--- src/rtl/iecdrv_rom_share_pkg.sv ---
// Shared constants, types and helpers for the iecdrv_rom_share ROM arbiter.
package iecdrv_rom_share_pkg;

  localparam int MAX_PORT   = 8;
  localparam int MAX_RD_LAT = 3;
  localparam int EPOCH_W    = 3;

  typedef logic [2:0] port_idx_t;

  typedef enum logic [1:0] {IDLE, ISSUE, DRAIN} state_t;

  function automatic port_idx_t lowest_idx(input logic [MAX_PORT-1:0] m);
    port_idx_t r;
    r = '0;
    for (int i = MAX_PORT - 1; i >= 0; i--)
      if (m[i]) r = port_idx_t'(i);
    return r;
  endfunction

endpackage

--- src/rtl/iecdrv_rom_share_pipe.sv ---
// Valid+tag delay line matching the shared ROM read latency; feeds the capture path.
module iecdrv_rom_share_pipe
  import iecdrv_rom_share_pkg::*;
#(
  parameter int DEPTH = 1,
  parameter int TW    = 4
) (
  input  logic          clk,
  input  logic          reset_n,
  input  logic          push,
  input  logic [TW-1:0] push_tag,
  output logic          pop,
  output logic [TW-1:0] pop_tag
);

  localparam int D = (DEPTH < 1) ? 1 : ((DEPTH > MAX_RD_LAT) ? MAX_RD_LAT : DEPTH);

  logic [D-1:0]  vld_p;
  logic [TW-1:0] tag_p [D];

  always_ff @(posedge clk or negedge reset_n) begin
    if (!reset_n) begin
      vld_p <= '0;
      for (int i = 0; i < D; i++) tag_p[i] <= '0;
    end else begin
      vld_p[0] <= push;
      tag_p[0] <= push_tag;
      for (int i = 1; i < D; i++) begin
        vld_p[i] <= vld_p[i-1];
        tag_p[i] <= tag_p[i-1];
      end
    end
  end

  assign pop     = vld_p[D-1];
  assign pop_tag = tag_p[D-1];

endmodule

--- src/rtl/iecdrv_rom_share.sv ---
// Time-sliced shared-ROM read arbiter for up to 8 IEC drive cores.
// Optional ROM load port enabled by defining IECDRV_ROMSHARE_WR_EN.
module iecdrv_rom_share
  import iecdrv_rom_share_pkg::*;
#(
  parameter int NPORT  = 4,
  parameter int AW     = 15,
  parameter int DW     = 8,
  parameter int RD_LAT = 1
) (
  input  logic                clk,
  input  logic                reset_n,
  input  logic                start,
  input  logic [NPORT-1:0]    port_en,
  input  logic [NPORT*AW-1:0] port_addr,
  output logic [NPORT*DW-1:0] port_data,
  output logic [NPORT-1:0]    port_vld,
  output logic [AW-1:0]       mem_addr,
  input  logic [DW-1:0]       mem_q,
`ifdef IECDRV_ROMSHARE_WR_EN
  input  logic                wr_en,
  input  logic [AW-1:0]       wr_addr,
  input  logic [DW-1:0]       wr_data,
  output logic                mem_we,
  output logic [DW-1:0]       mem_wdata,
`endif
  output logic                busy,
  output logic                done,
  output logic                overrun
);

  localparam int IW = (NPORT > 1) ? $clog2(NPORT) : 1;
  // Tag = {window epoch, last-of-window, port index}; the epoch keeps tags
  // from a superseded window from completing the current one.
  localparam int TW = EPOCH_W + 1 + IW;

  state_t              state;
  logic [NPORT-1:0]    rem_q;
  logic [NPORT*AW-1:0] addr_q;
  logic [EPOCH_W-1:0]  epoch;
  logic [EPOCH_W-1:0]  epoch_nxt;
  logic                iss_vld_p0;
  logic [TW-1:0]       iss_tag_p0;
  logic                cap_vld;
  logic [TW-1:0]       cap_tag;
  logic [IW-1:0]       cap_idx;
  logic                cap_last;
  logic [EPOCH_W-1:0]  cap_epoch;

  logic [NPORT-1:0]    src_rem;
  logic [NPORT-1:0]    rem_next;
  logic [NPORT*AW-1:0] src_addr;
  logic [AW-1:0]       sel_addr;
  port_idx_t           sel;
  logic                want;
  logic                stall;
  logic                do_issue;
  logic                last;

`ifdef IECDRV_ROMSHARE_WR_EN
  assign stall = wr_en;
`else
  assign stall = 1'b0;
`endif

  // A start pulse issues its first read in the same cycle straight from the inputs.
  always_comb begin
    src_rem   = start ? port_en : rem_q;
    src_addr  = start ? port_addr : addr_q;
    want      = start ? (port_en != '0) : (state == ISSUE);
    do_issue  = want && !stall;
    sel       = lowest_idx(MAX_PORT'(src_rem));
    sel_addr  = src_addr[int'(sel)*AW +: AW];
    rem_next  = src_rem & ~(NPORT'(1) << sel);
    last      = (rem_next == '0);
    epoch_nxt = start ? epoch + EPOCH_W'(1) : epoch;
  end

  assign {cap_epoch, cap_last, cap_idx} = cap_tag;

  // Stage p0: scheduler and registered ROM address
  always_ff @(posedge clk or negedge reset_n) begin
    if (!reset_n) begin
      state      <= IDLE;
      rem_q      <= '0;
      addr_q     <= '0;
      epoch      <= '0;
      busy       <= 1'b0;
      done       <= 1'b0;
      overrun    <= 1'b0;
      iss_vld_p0 <= 1'b0;
      iss_tag_p0 <= '0;
      mem_addr   <= '0;
`ifdef IECDRV_ROMSHARE_WR_EN
      mem_we     <= 1'b0;
      mem_wdata  <= '0;
`endif
    end else begin
      done       <= 1'b0;
      iss_vld_p0 <= do_issue;
      if (do_issue) begin
        mem_addr   <= sel_addr;
        iss_tag_p0 <= {epoch_nxt, last, sel[IW-1:0]};
      end
`ifdef IECDRV_ROMSHARE_WR_EN
      mem_we <= wr_en;
      if (wr_en) begin
        mem_addr  <= wr_addr;
        mem_wdata <= wr_data;
      end
`endif
      if (start) begin
        if (busy) overrun <= 1'b1;
        epoch  <= epoch_nxt;
        addr_q <= port_addr;
        rem_q  <= do_issue ? rem_next : port_en;
        if (port_en == '0) begin
          done  <= 1'b1;
          busy  <= 1'b0;
          state <= IDLE;
        end else begin
          busy  <= 1'b1;
          state <= (do_issue && last) ? DRAIN : ISSUE;
        end
      end else begin
        case (state)
          ISSUE: if (do_issue) begin
            rem_q <= rem_next;
            if (last) state <= DRAIN;
          end
          DRAIN: if (cap_vld && cap_last && (cap_epoch == epoch)) begin
            done  <= 1'b1;
            busy  <= 1'b0;
            state <= IDLE;
          end
          default: ;
        endcase
      end
    end
  end

  iecdrv_rom_share_pipe #(
    .DEPTH (RD_LAT),
    .TW    (TW)
  ) u_pipe (
    .clk      (clk),
    .reset_n  (reset_n),
    .push     (iss_vld_p0),
    .push_tag (iss_tag_p0),
    .pop      (cap_vld),
    .pop_tag  (cap_tag)
  );

  // Stage p1+RD_LAT: capture ROM data into the tagged port
  always_ff @(posedge clk or negedge reset_n) begin
    if (!reset_n) begin
      port_data <= '0;
      port_vld  <= '0;
    end else begin
      port_vld <= '0;
      if (cap_vld) begin
        port_data[int'(cap_idx)*DW +: DW] <= mem_q;
        port_vld <= NPORT'(1) << cap_idx;
      end
    end
  end

endmodule

--- config.mk ---
export PLATFORM = sky130hd
export DESIGN_NAME = iecdrv_rom_share
export DESIGN_NICKNAME = d
export VERILOG_FILES = /design/src/rtl/iecdrv_rom_share_pkg.sv /design/src/rtl/iecdrv_rom_share_pipe.sv /design/src/rtl/iecdrv_rom_share.sv
export SDC_FILE = /design/constraint.sdc
export NUM_CORES = 1
export LEC_CHECK = 0
export ABC_AREA = 1
export BUFFER_PORTS_ARGS = -buffer_cell sky130_fd_sc_hd__buf_4
export CAP_MARGIN = 10
export CORE_UTILIZATION = 40
export CTS_BUF_LIST = sky130_fd_sc_hd__clkbuf_16
export DETAILED_ROUTE_END_ITERATION = 10
export REMOVE_ABC_BUFFERS = 1
export SLEW_MARGIN = 20
export SYNTH_ARGS = -nofsm -noshare
export SYNTH_HDL_FRONTEND = slang
export SYNTH_SLANG_ARGS = --single-unit
--- constraint.sdc ---
create_clock -name clk -period 2.05 [get_ports clk]
set_clock_uncertainty 0.2 [all_clocks]
set_input_delay 0 -clock clk [delete_from_list [all_inputs] [get_ports clk]]
set_output_delay 0 -clock clk [all_outputs]
set_load 0.005 [all_outputs]
# Word-level counts from Yosys, hierarchy flattened
# Index checks and enable logic that the tools add are counted.
[classes] n_addsub=2 n_mul=1 n_eq_ne=6 shifts=5 muxes=29 bitwise_logic=2 n_reduce_logical=15
[ops] operator="60-bit two-way mux" n=1
[ops] operator="60-bit by 8-bit variable part select with 15-bit output" n=1
[ops] operator="5-bit negator with 33-bit output" n=1
[ops] operator="8-bit by 33-bit variable shift with 32-bit output, first input constant" n=1
[ops] operator="8-bit by 33-bit variable part select with 32-bit output" n=1
[ops] operator="32-bit bitwise mux" n=1
[ops] operator="4-bit two-way mux" n=6
[ops] operator="2-bit two-way mux" n=10
[ops] operator="1-bit two-way mux" n=9
[ops] operator="3-bit != test, second input constant" n=3
[ops] operator="4-bit zero test" n=2
[ops] operator="2-bit nonzero test" n=4
[ops] operator="3-bit by 4-bit multiplier with 7-bit output, second input constant" n=1
[ops] operator="2-bit AND reduction" n=3
[ops] operator="4-bit AND" n=1
[ops] operator="4-bit inverter" n=1
[ops] operator="2-bit one-hot mux with 2 select lines" n=1
[ops] operator="4-bit AND reduction" n=1
[ops] operator="4-bit nonzero test" n=1
[ops] operator="1-bit by 2-bit << shifter with 4-bit output, first input constant" n=1
[ops] operator="1-bit by 3-bit << shifter with 4-bit output, first input constant" n=1
[ops] operator="3-bit by 1-bit adder with 3-bit output, second input constant" n=1
[ops] operator="3-bit equality test" n=1
[ops] operator="1-bit logical AND" n=3
[ops] operator="other kinds (4)" n=4
[word_totals] register_bits=137 in_bits=75 out_inout_bits=54 elab_cells=74

# Logic depth before layout (Yosys ltp)
# Gate-level depths: netlist (run 1).
[depth] depth_word=13 depth_mapped=11 ltp_nobuf=11

# Hierarchy
# A second synthesis (run 1) with hierarchy kept.
[unflattened] cells_unflattened=698 hier_area_um2=6108.4
[by_module_without_submodules] mod="iecdrv_rom_share" instances=1 cells_each=691 area_per_inst_um2=5933.2 seq_area_each_um2=3253.1
[by_module_without_submodules] mod="iecdrv_rom_share_pipe" instances=1 cells_each=7 area_per_inst_um2=175.2 seq_area_each_um2=175.2

# Least setup slack after synthesis (run 1)
# OpenSTA, ideal clock, no wires.
[synth_timing] path_type="register to register" start="register u_pipe.tag_p, in the netlist u_pipe.pop_tag[0]" end="register port_data[0]" setup_ns=0.083 arrival_time_ns=1.625 t_required_ns=1.767 slack_ns=0.142 stages_incl_launch_ff=7 path_buffers=1 synth_period_minus_slack_ns=1.908 path_cell_list="dfrtp_1 -> clkbuf_1 -> inv_1 -> ha_1 -> nor2_1 -> nand3_1 -> o21ai_0"
[synth_via] elab_chain_len=3 word_cells_on_any_way=4 classes_between="add/sub (1); shift (2); mux (1)"
[synth_lines] element="start: declaration" line="iecdrv_rom_share_pipe.sv:19" source="logic [TW-1:0] tag_p [D];"
[synth_lines] element="start signal: indexed assignment" line="iecdrv_rom_share_pipe.sv:30" source="tag_p[i] <= tag_p[i-1];"
[synth_lines] element="5-bit negator with 33-bit output *" line="iecdrv_rom_share.sv:162" source="port_data[int'(cap_idx)*DW +: DW] <= mem_q;"
[synth_lines] element="8-bit by 33-bit variable part select with 32-bit output or 8-bit by 33-bit variable shift with 32-bit output (tied branches)" line="iecdrv_rom_share.sv:162"
[synth_lines] element="32-bit bitwise mux *" line="iecdrv_rom_share.sv:162"
[synth_lines] element="end signal: indexed assignment" line="iecdrv_rom_share.sv:162"
[synth_lines] element="end: declaration" line="iecdrv_rom_share.sv:16" source="output logic [NPORT*DW-1:0] port_data,"
# Every way passes the cells marked *; elsewhere a longest branch is shown, timed or not.
# A chain may end at the register's enable or synchronous reset.

# Worst setup path in the final report (run 1)
[layout_timing] start="input start" end="register mem_addr[12]"
[layout_via] elab_chain_len=7 word_cells_on_any_way=9 classes_between="mul (1); shift (1); mux (7)"
[layout_lines] element="start: declaration" line="iecdrv_rom_share.sv:13" source="input logic start,"
[layout_lines] element="4-bit two-way mux" line="iecdrv_rom_share.sv:68" source="src_rem = start ? port_en : rem_q;"
[layout_lines] element="2-bit two-way mux (4 in a row)" line="iecdrv_rom_share_pkg.sv:16" source="if (m[i]) r = port_idx_t'(i);"
[layout_lines] element="3-bit by 4-bit multiplier with 7-bit output" line="iecdrv_rom_share.sv:73" source="sel_addr = src_addr[int'(sel)*AW +: AW];"
[layout_lines] element="60-bit by 8-bit variable part select with 15-bit output" line="iecdrv_rom_share.sv:73"
[layout_lines] element="end signal: assignment" line="iecdrv_rom_share.sv:102" source="mem_addr <= sel_addr;"
[layout_lines] element="end: declaration" line="iecdrv_rom_share.sv:18" source="output logic [AW-1:0] mem_addr,"
# Several ways; a longest one is shown, not always the timed one.

==> out/results.txt, run 1 <==
clock buffer depth - 2
Top delay family on crit path - buffers and inverters
Ys Warns - 0
Nets - 983
Rel. slew slack - 0.620
clk sinks - 137
leading cell types by total area after synthesis - dfrtp_1 56%, nand2_1 12%, o21ai_0 5.5%, inv_1 3.8%, nand3_1 3.8%
largest area contributor in the netlist - dfrtp_1
RSZ-0062 raised after global routing - false
Setup Crit Path Kind - primary input to flop
Area Overhead vs Synth - 41.4%
sequential area share after synthesis - 0.564
initial core utilization - 0.413
critical path's largest stage delay - 640 ps
share of cells above drive strength 1 - 0.241
IO buf count - 128
clock slew at reported path FFs - 50 ps
Clock Power Share - 0.323
WP data required - 2200 ps
Vias - 5365
Worst Path Max Fanout - 13
die span in x - 125 um
Overflow after GRT - 0
Hold Crit Class - primary input to flop
hold slack - 13.0 ps
Distinct cells, synth - 31
max frequency - 0.523 GHz
sequential cell area - 3430 um2
leakage - 4.31 nW
antenna violations before repair - 0
final period utilization - 0.934
Setup WS post-layout - 136 ps
final hold violation count - 0
core footprint - 14700 um2
Max IR drop VDD - 0.000580 V
EDFF count, synth - 0
Pwr Total - 8.37 mW
final WL - 15800 um
cell-internal power - 5.89 mW
fin util - 0.584
# diodes - 0
filler instances - 1277
CTS tree - done
DIE HEIGHT - 125 um
I/O pins - 129
combinational fraction of design power - 0.249
area of the multi-input gates - 2200 um2
wire length of the first global-routing pass - 25900 um
Buf/Inv on CP - 3
DPL Wire Length - 10400 um
number of max-cap violations - 0
setup TNS - 0 ps
number of global-route vias before repair - 5309
outcome - complete, but fails checks
sw frac - 0.296
Synth Flop Type - dfrtp_1
Post-Place Cells - 981
Overall Global Routing Usage - 0.212
WL per Instance - 14.4 um
violated checks - design-rule violations
Avg Cell Area, Syn - 8.90 um2
setup violators final - 0
Worst-Skew Late Latency - 420 ps
routability congestion estimate - 0.850
post-DR vias/cell - 4.89
Worst-Margin Slew - 571 ps
post-synthesis register bit count - 137
Setup crit start kind - primary input
Synth top cells by count - 198 x nand2_1, 137 x dfrtp_1, 67 x o21ai_0
Synth Cell Area - 6080 um2
placed cell area - 7210 um2
total power per unit cell area - 975 nW/um2
drc violations - 13
worst slack, placed - 196 ps
count leader, synth - nand2_1
Flop pwr share - 0.429
crit path cell chain - buf_4, inv_2, dlygate4sd3_1, nand2_2, nand2_2, o21ai_1, and2_1, o211ai_2, nand2_1
CTS Root Cell - clkbuf_16
net switching power - 2.48 mW
pin count of the biggest net entering global routing - 58
Finished Layout Cells - 1098
cts bufs inserted - 17
Die ar. - 15700 um2
CP endpoint kind - flop
Final ANT Viol Nets - 0
CP arrival - 2060 ps
Rows - 44
Syn Inst Count - 683
Initial DRC Count - 284
most frequent CP cell - nand2_2
post-layout instance area - 8590 um2
Final Max Tran Viols - 0
Slowest-stage cell, CP - dlygate4sd3_1
Synth top area share - 0.564
H-tree depth - 4
first drt pass iteration count - 7
ys async rst share - 1.00
Tmin final - 1910 ps
post-CTS setup buffers - 0
-- timing repair --
action,CTS,global route
endpoints found under the hold margin,257,0
hold buffers,86,0
endpoints found under the setup margin,0,4
gates resized for setup,0,1
-- cell type report --
type                       instances  share of cell area
inverter                          63              0.0275
tap                              184              0.0268
clock buffer                      17              0.0495
timing repair buffer             230               0.230
sequential                       137               0.399
multi-input combinational        453               0.257
clock inverter                    14              0.0108
-- power groups by stage --
| stage | logic (mW) | registers (mW) | clock network, mW |
|---|---|---|---|
| final | 2.08 | 3.59 | 2.70 |
| after global placement | 1.89 | 3.60 | 0 |
| after global routing | 2.33 | 3.66 | 2.89 |
| after CTS | 2.09 | 3.59 | 2.77 |
| after detailed placement | 1.95 | 3.63 | 0 |
| after floorplan | 0.924 | 3.58 | 0 |
-- flip-flops by register name, indices dropped and copies added, names as in the netlist --
register,flops
addr_q,60
busy,1
done,1
epoch,3
iss_tag_p0,6
iss_vld_p0,1
mem_addr,15
overrun,1
port_data,32
port_vld,4
rem_q,4
state,2
u_pipe.pop,1
u_pipe.pop_tag,6
-- cells in the final DEF, fill, tap and decap left out, types with 2 or more instances in the layout --
master	synthesis	layout
buf_4	5	141
xor2_1	2	2
nand2_1	198	198
nor2_4	2	2
nor2_1	43	43
clkinv_1	0	4
nand2_2	9	9
dfrtp_1	137	137
dlygate4sd3_1	0	85
xnor2_1	2	2
o21ai_0	67	67
o211ai_2	5	5
a21oi_1	13	13
nand4_1	2	2
clkbuf_16	0	17
or2_2	30	30
buf_12	0	2
or2_0	5	5
clkinv_2	0	5
o21ai_1	10	10
mux2i_1	5	5
nand3_1	46	46
clkinvlp_4	0	2
ha_1	6	6
inv_1	62	64
-- final timing paths --
path | from | to | slack, ps | cells past startpoint
hold / removal | start | rem_q[1]$_DFFE_PN0P_ | 10 | 6
setup / recovery | start | mem_addr[12]$_DFFE_PN0N_ | 140 | 9
min in group asynchronous | reset_n | port_vld[0]$_DFF_PN0_ | 480 | 3
max in group asynchronous | reset_n | addr_q[12]$_DFF_PN0_ | 550 | 4
setup reg to reg | state[1]$_DFFE_PN0P_ | mem_addr[12]$_DFFE_PN0N_ | 200 | 6
hold reg to reg | iss_vld_p0$_DFF_PN0_ | u_pipe.pop$_DFF_PN0_ | 150 | 0
-- worst register-to-register path, stage by stage, from the launching register on --
cell	delay, ps
dfrtp_1	390
nor2_1	220
nand2_1	100
nand2_1	160
and2_1	470
o211ai_2	150
nand2_1	100
-- logic make-up after synthesis --
family          synth area share
simple gates               0.244
flops                      0.564
compound gates            0.0923
buf+inv                   0.0731
fa+ha+maj                 0.0124
mux                      0.00824
xor+xnor                 0.00577
-- per-layer routing --
metal	share of wire	vias up	GRT usage	wire, um
met2	0.48	180	0.355	7610
met4	0.015	0	0.0703	229
met5	0	-	0	0
met3	0.058	16	0.0543	917
li1	-	2598	-	-
met1	0.44	2571	0.268	7020
Note: power is estimated with default switching activity, not from simulation.
==> run 2, diff against run 1 <==
Settings changed: ABC_AREA 1 to 0.
Clock period 2.05 ns to 1.74 ns, I/O delays scaled along.
==> run 2 against run 1 <==
  * The run now ends clean
  * Sequential share of layout area is 1.8 points lower
  * Flip-flop and latch count is the same
  * Clock power rose by 17%
  * Core utilization up 6.1 points
  * First-iteration DRC count shrank 16%
  * Synthesized cell count down 34%
  * Final cell count fell by 18%
  * Count of clock-buffer cells in the layout unchanged
  * Critical path depth down 2
  * Register-to-register slack got worse by 190 ps
  * Largest cell class unchanged
  * Largest power group unchanged
==> out/results.txt, run 2 <==
final period utilization - 0.994
routability congestion estimate - 0.760 (-11%)
commonest cells after routing, fill and taps aside - 154 x buf_4, 137 x dfrtp_1, 84 x dlygate4sd3_1
I/O pins - 129 (unchanged)
Pwr Total - 9.94 mW (+19%)
Synth Cell Area - 5750 um2 (-5.4%)
ys async rst share - 1.00 (unchanged)
largest family of logic cells by synthesized area - multiplexers
xor and xnor area share after synthesis - 0.00762 (+0.00185)
Setup Crit Path Kind - flop to flop
Worst-Margin Slew - 810 ps (+240 ps)
sequential area share after synthesis - 0.596 (+0.0320)
Ys Warns - 0 (unchanged)
count leader, synth - dfrtp_1
drc violations - 0 (-13)
EDFF count, synth - 0 (unchanged)
Area Overhead vs Synth - 56.4%
Setup crit start kind - flop
DIE HEIGHT - 122 um (-2.7%)
Synth Flop Type - dfrtp_1
setup TNS - 0 ps (unchanged)
Adder-Cell Fraction of Synth Area - 0.0165 (+0.00418)
outcome - complete, no violations
post-synthesis simple-gate area fraction - 0.0405 (-0.204)
Tmin final - 1730 ps
Max IR drop VDD - 0.000671 V (+16%)
Biggest register - addr_q
Final Max Tran Viols - 0 (unchanged)
post-synthesis register bit count - 137 (unchanged)
Top delay family on crit path - flip-flops
DPL Wire Length - 9060 um (-13%)
Critical Path Start - rem_q[0]$_DFFE_PN0P_
max reg flops - 60 (unchanged)
number of max-cap violations - 0 (unchanged)
Rel. slew slack - 0.456 (-0.164)
worst slack, placed - -392 ps (-587 ps)
RSZ-0062 raised after global routing - true
fin util - 0.645 (+0.0611)
Rows - 43 (-2.3%)
CP endpoint kind - flop
flop2flop setup slack - 10 ps (-190 ps)
CTS Root Cell - clkbuf_16
wire length of the first global-routing pass - 23100 um (-11%)
antenna violations before repair - 0 (unchanged)
Final ANT Viol Nets - 0 (unchanged)
Syn Inst Count - 451 (-34%)
final hold violation count - 0 (unchanged)
number of global-route vias before repair - 4672 (-12%)
clk sinks - 137 (unchanged)
Die ar. - 14900 um2 (-5.3%)
leading cell types by total area after synthesis - dfrtp_1 60%, mux2i_1 7.8%, mux2_2 6.9%, a22o_1 5.0%, o21ai_0 2.9%
crit path cell chain - buf_4, nor2_2, o21ai_2, o31ai_4, buf_6, mux2i_2, o21ai_1
core footprint - 13900 um2 (-5.2%)
IO buf count - 128 (unchanged)
leakage - 4.27 nW (-0.81%)
critical path's largest stage delay - 410 ps (-230 ps)
setup violators final - 0 (unchanged)
die span in x - 122 um (-2.7%)
Distinct cells, synth - 45 (+45%)
clock slew at reported path FFs - 50 ps (about the same)
WL per Instance - 17.1 um (+19%)
H-tree depth - 4 (unchanged)
CTS tree - done
worst r2r src - rem_q[0]$_DFFE_PN0P_
Nets - 787 (-20%)
Hold Crit Class - primary input to flop
pin count of the biggest net entering global routing - 45 (-22%)
# diodes - 0 (unchanged)
Synth top cells by count - 137 x dfrtp_1, 45 x mux2i_1, 39 x inv_1
share of cells above drive strength 1 - 0.391 (+0.150)
initial core utilization - 0.413 (-0.000758)
commonest non-fill, non-tap cell in the layout - buf_4
post-DR vias/cell - 5.10 (+4.3%)
cts bufs inserted - 17 (unchanged)
Overflow after GRT - 0 (unchanged)
Crit Reg-Reg Endpoint - mem_addr[8]$_DFFE_PN0N_
Worst Path Max Fanout - 6 (-7)
final WL - 15300 um (-2.9%)
Synth top area share - 0.596 (+0.0320)
Compound-Gate Fraction of Synth Area - 0.146 (+0.0533)
Overall Global Routing Usage - 0.203 (-0.00866)
Worst-Skew Late Latency - 410 ps (about the same)
largest registers - addr_q: 60 flops, port_data: 32 flops, mem_addr: 15 flops
Setup WS post-layout - 9.78 ps (-127 ps)
Slowest-stage cell, CP - dfrtp_1
Crit path depth - 7 (-2)
Vias - 4571 (-15%)
total power per unit cell area - 1110 nW/um2 (+13%)
Avg Cell Area, Syn - 12.7 um2 (+43%)
largest area contributor in the netlist - dfrtp_1
first drt pass iteration count - 4 (-3)
CP arrival - 1830 ps (-230 ps)
WP data required - 1840 ps (-360 ps)
Buf/Inv on CP - 2 (-1)
clock buffer depth - 2 (unchanged)
max frequency - 0.578 GHz
hold slack - 54.7 ps (+41.7 ps)
Initial DRC Count - 238 (-16%)
post-synthesis mux area share - 0.147 (+0.139)
R2R cell count - 7 (+1)
Worst Setup EP - mem_addr[8]$_DFFE_PN0N_
run 2: cell types whose count changed in the layout (fill, tap and decap cells not counted), sizes merged, moves of 29 or more:
cell / change
nand2: -195
nand3: -44
mux2i: +40
nor2: -37
mux2: +35
or2: -34
a22o: +33
o21ai: -29
run 2: metal layers:
layer / share of wire / up-vias / GRT usage
met5: 0 / - / 0
met4: 0.014 / 0 / 0.0710
li1: - / 2146 / -
met3: 0.051 / 22 / 0.0571
met2: 0.49 / 135 / 0.339
met1: 0.44 / 2268 / 0.252
run 2: area by class of cell:
cell class,count,area [um2]
clock buffer,17,425
inverter,40,150
timing repair buffer,257,2340
tap,180,225
fill,1032,4940
sequential,137,3430
multi-input combinational,253,2330
clock inverter,13,92.6
run 2: timing repair:
| item | CTS | global route |
|---|---|---|
| hold buffers | 84 | 0 |
| gates cloned | 0 | 6 |
| resized for setup | 10 | 59 |
| buffers inserted | 2 | 10 |
| pin swaps | 0 | 16 |
| setup endpoints to repair | 21 | 37 |
| endpoints found under the hold margin | 251 | 0 |
run 2: power by group:
part / switching [mW] / internal [mW]
clock network: 1.27 / 1.91
registers: 0.369 / 3.79
logic: 1.11 / 1.50
total: 2.74 / 7.20
run 2: worst min path at each step:
stage / startpoint / end / depth (start not counted)
5_1_grt: start / rem_q[2]$_DFFE_PN0P_ / 3
6_report: start / rem_q[2]$_DFFE_PN0P_ / 3
3_5_place_dp: reset_n / overrun$_DFFE_PN0P_ / 1
2_1_floorplan: reset_n / addr_q[0]$_DFF_PN0_ / 0
3_3_place_gp: reset_n / u_pipe.pop_tag[3]$_DFF_PN0_ / 1
4_1_cts: start / addr_q[59]$_DFF_PN0_ / 4
run 2: stage by stage:
step,instances,area (um2)
2_1_floorplan,429,5630
3_3_place_gp,765,7120
3_5_place_dp,765,7120
4_1_cts,881,8550
5_1_grt,897,8990
6_report,897,8990
run 2: tightest hold or removal path: cells and delay by family:
kind	cells	cell delay [ps]
compound gates	1	160
buf+inv	2	430
run 2: logic make-up (layout without fill, tap and decap cells):
group / count (synthesis) / after routing
buffers and inverters: 62 / 327
flip-flops: 137 / 137
adder cells (fa/ha/maj): 8 / 8
AND/OR/NAND/NOR: 40 / 40
multiplexers: 80 / 80
XOR/XNOR: 5 / 5
AO/OA/AOI/OAI: 119 / 120
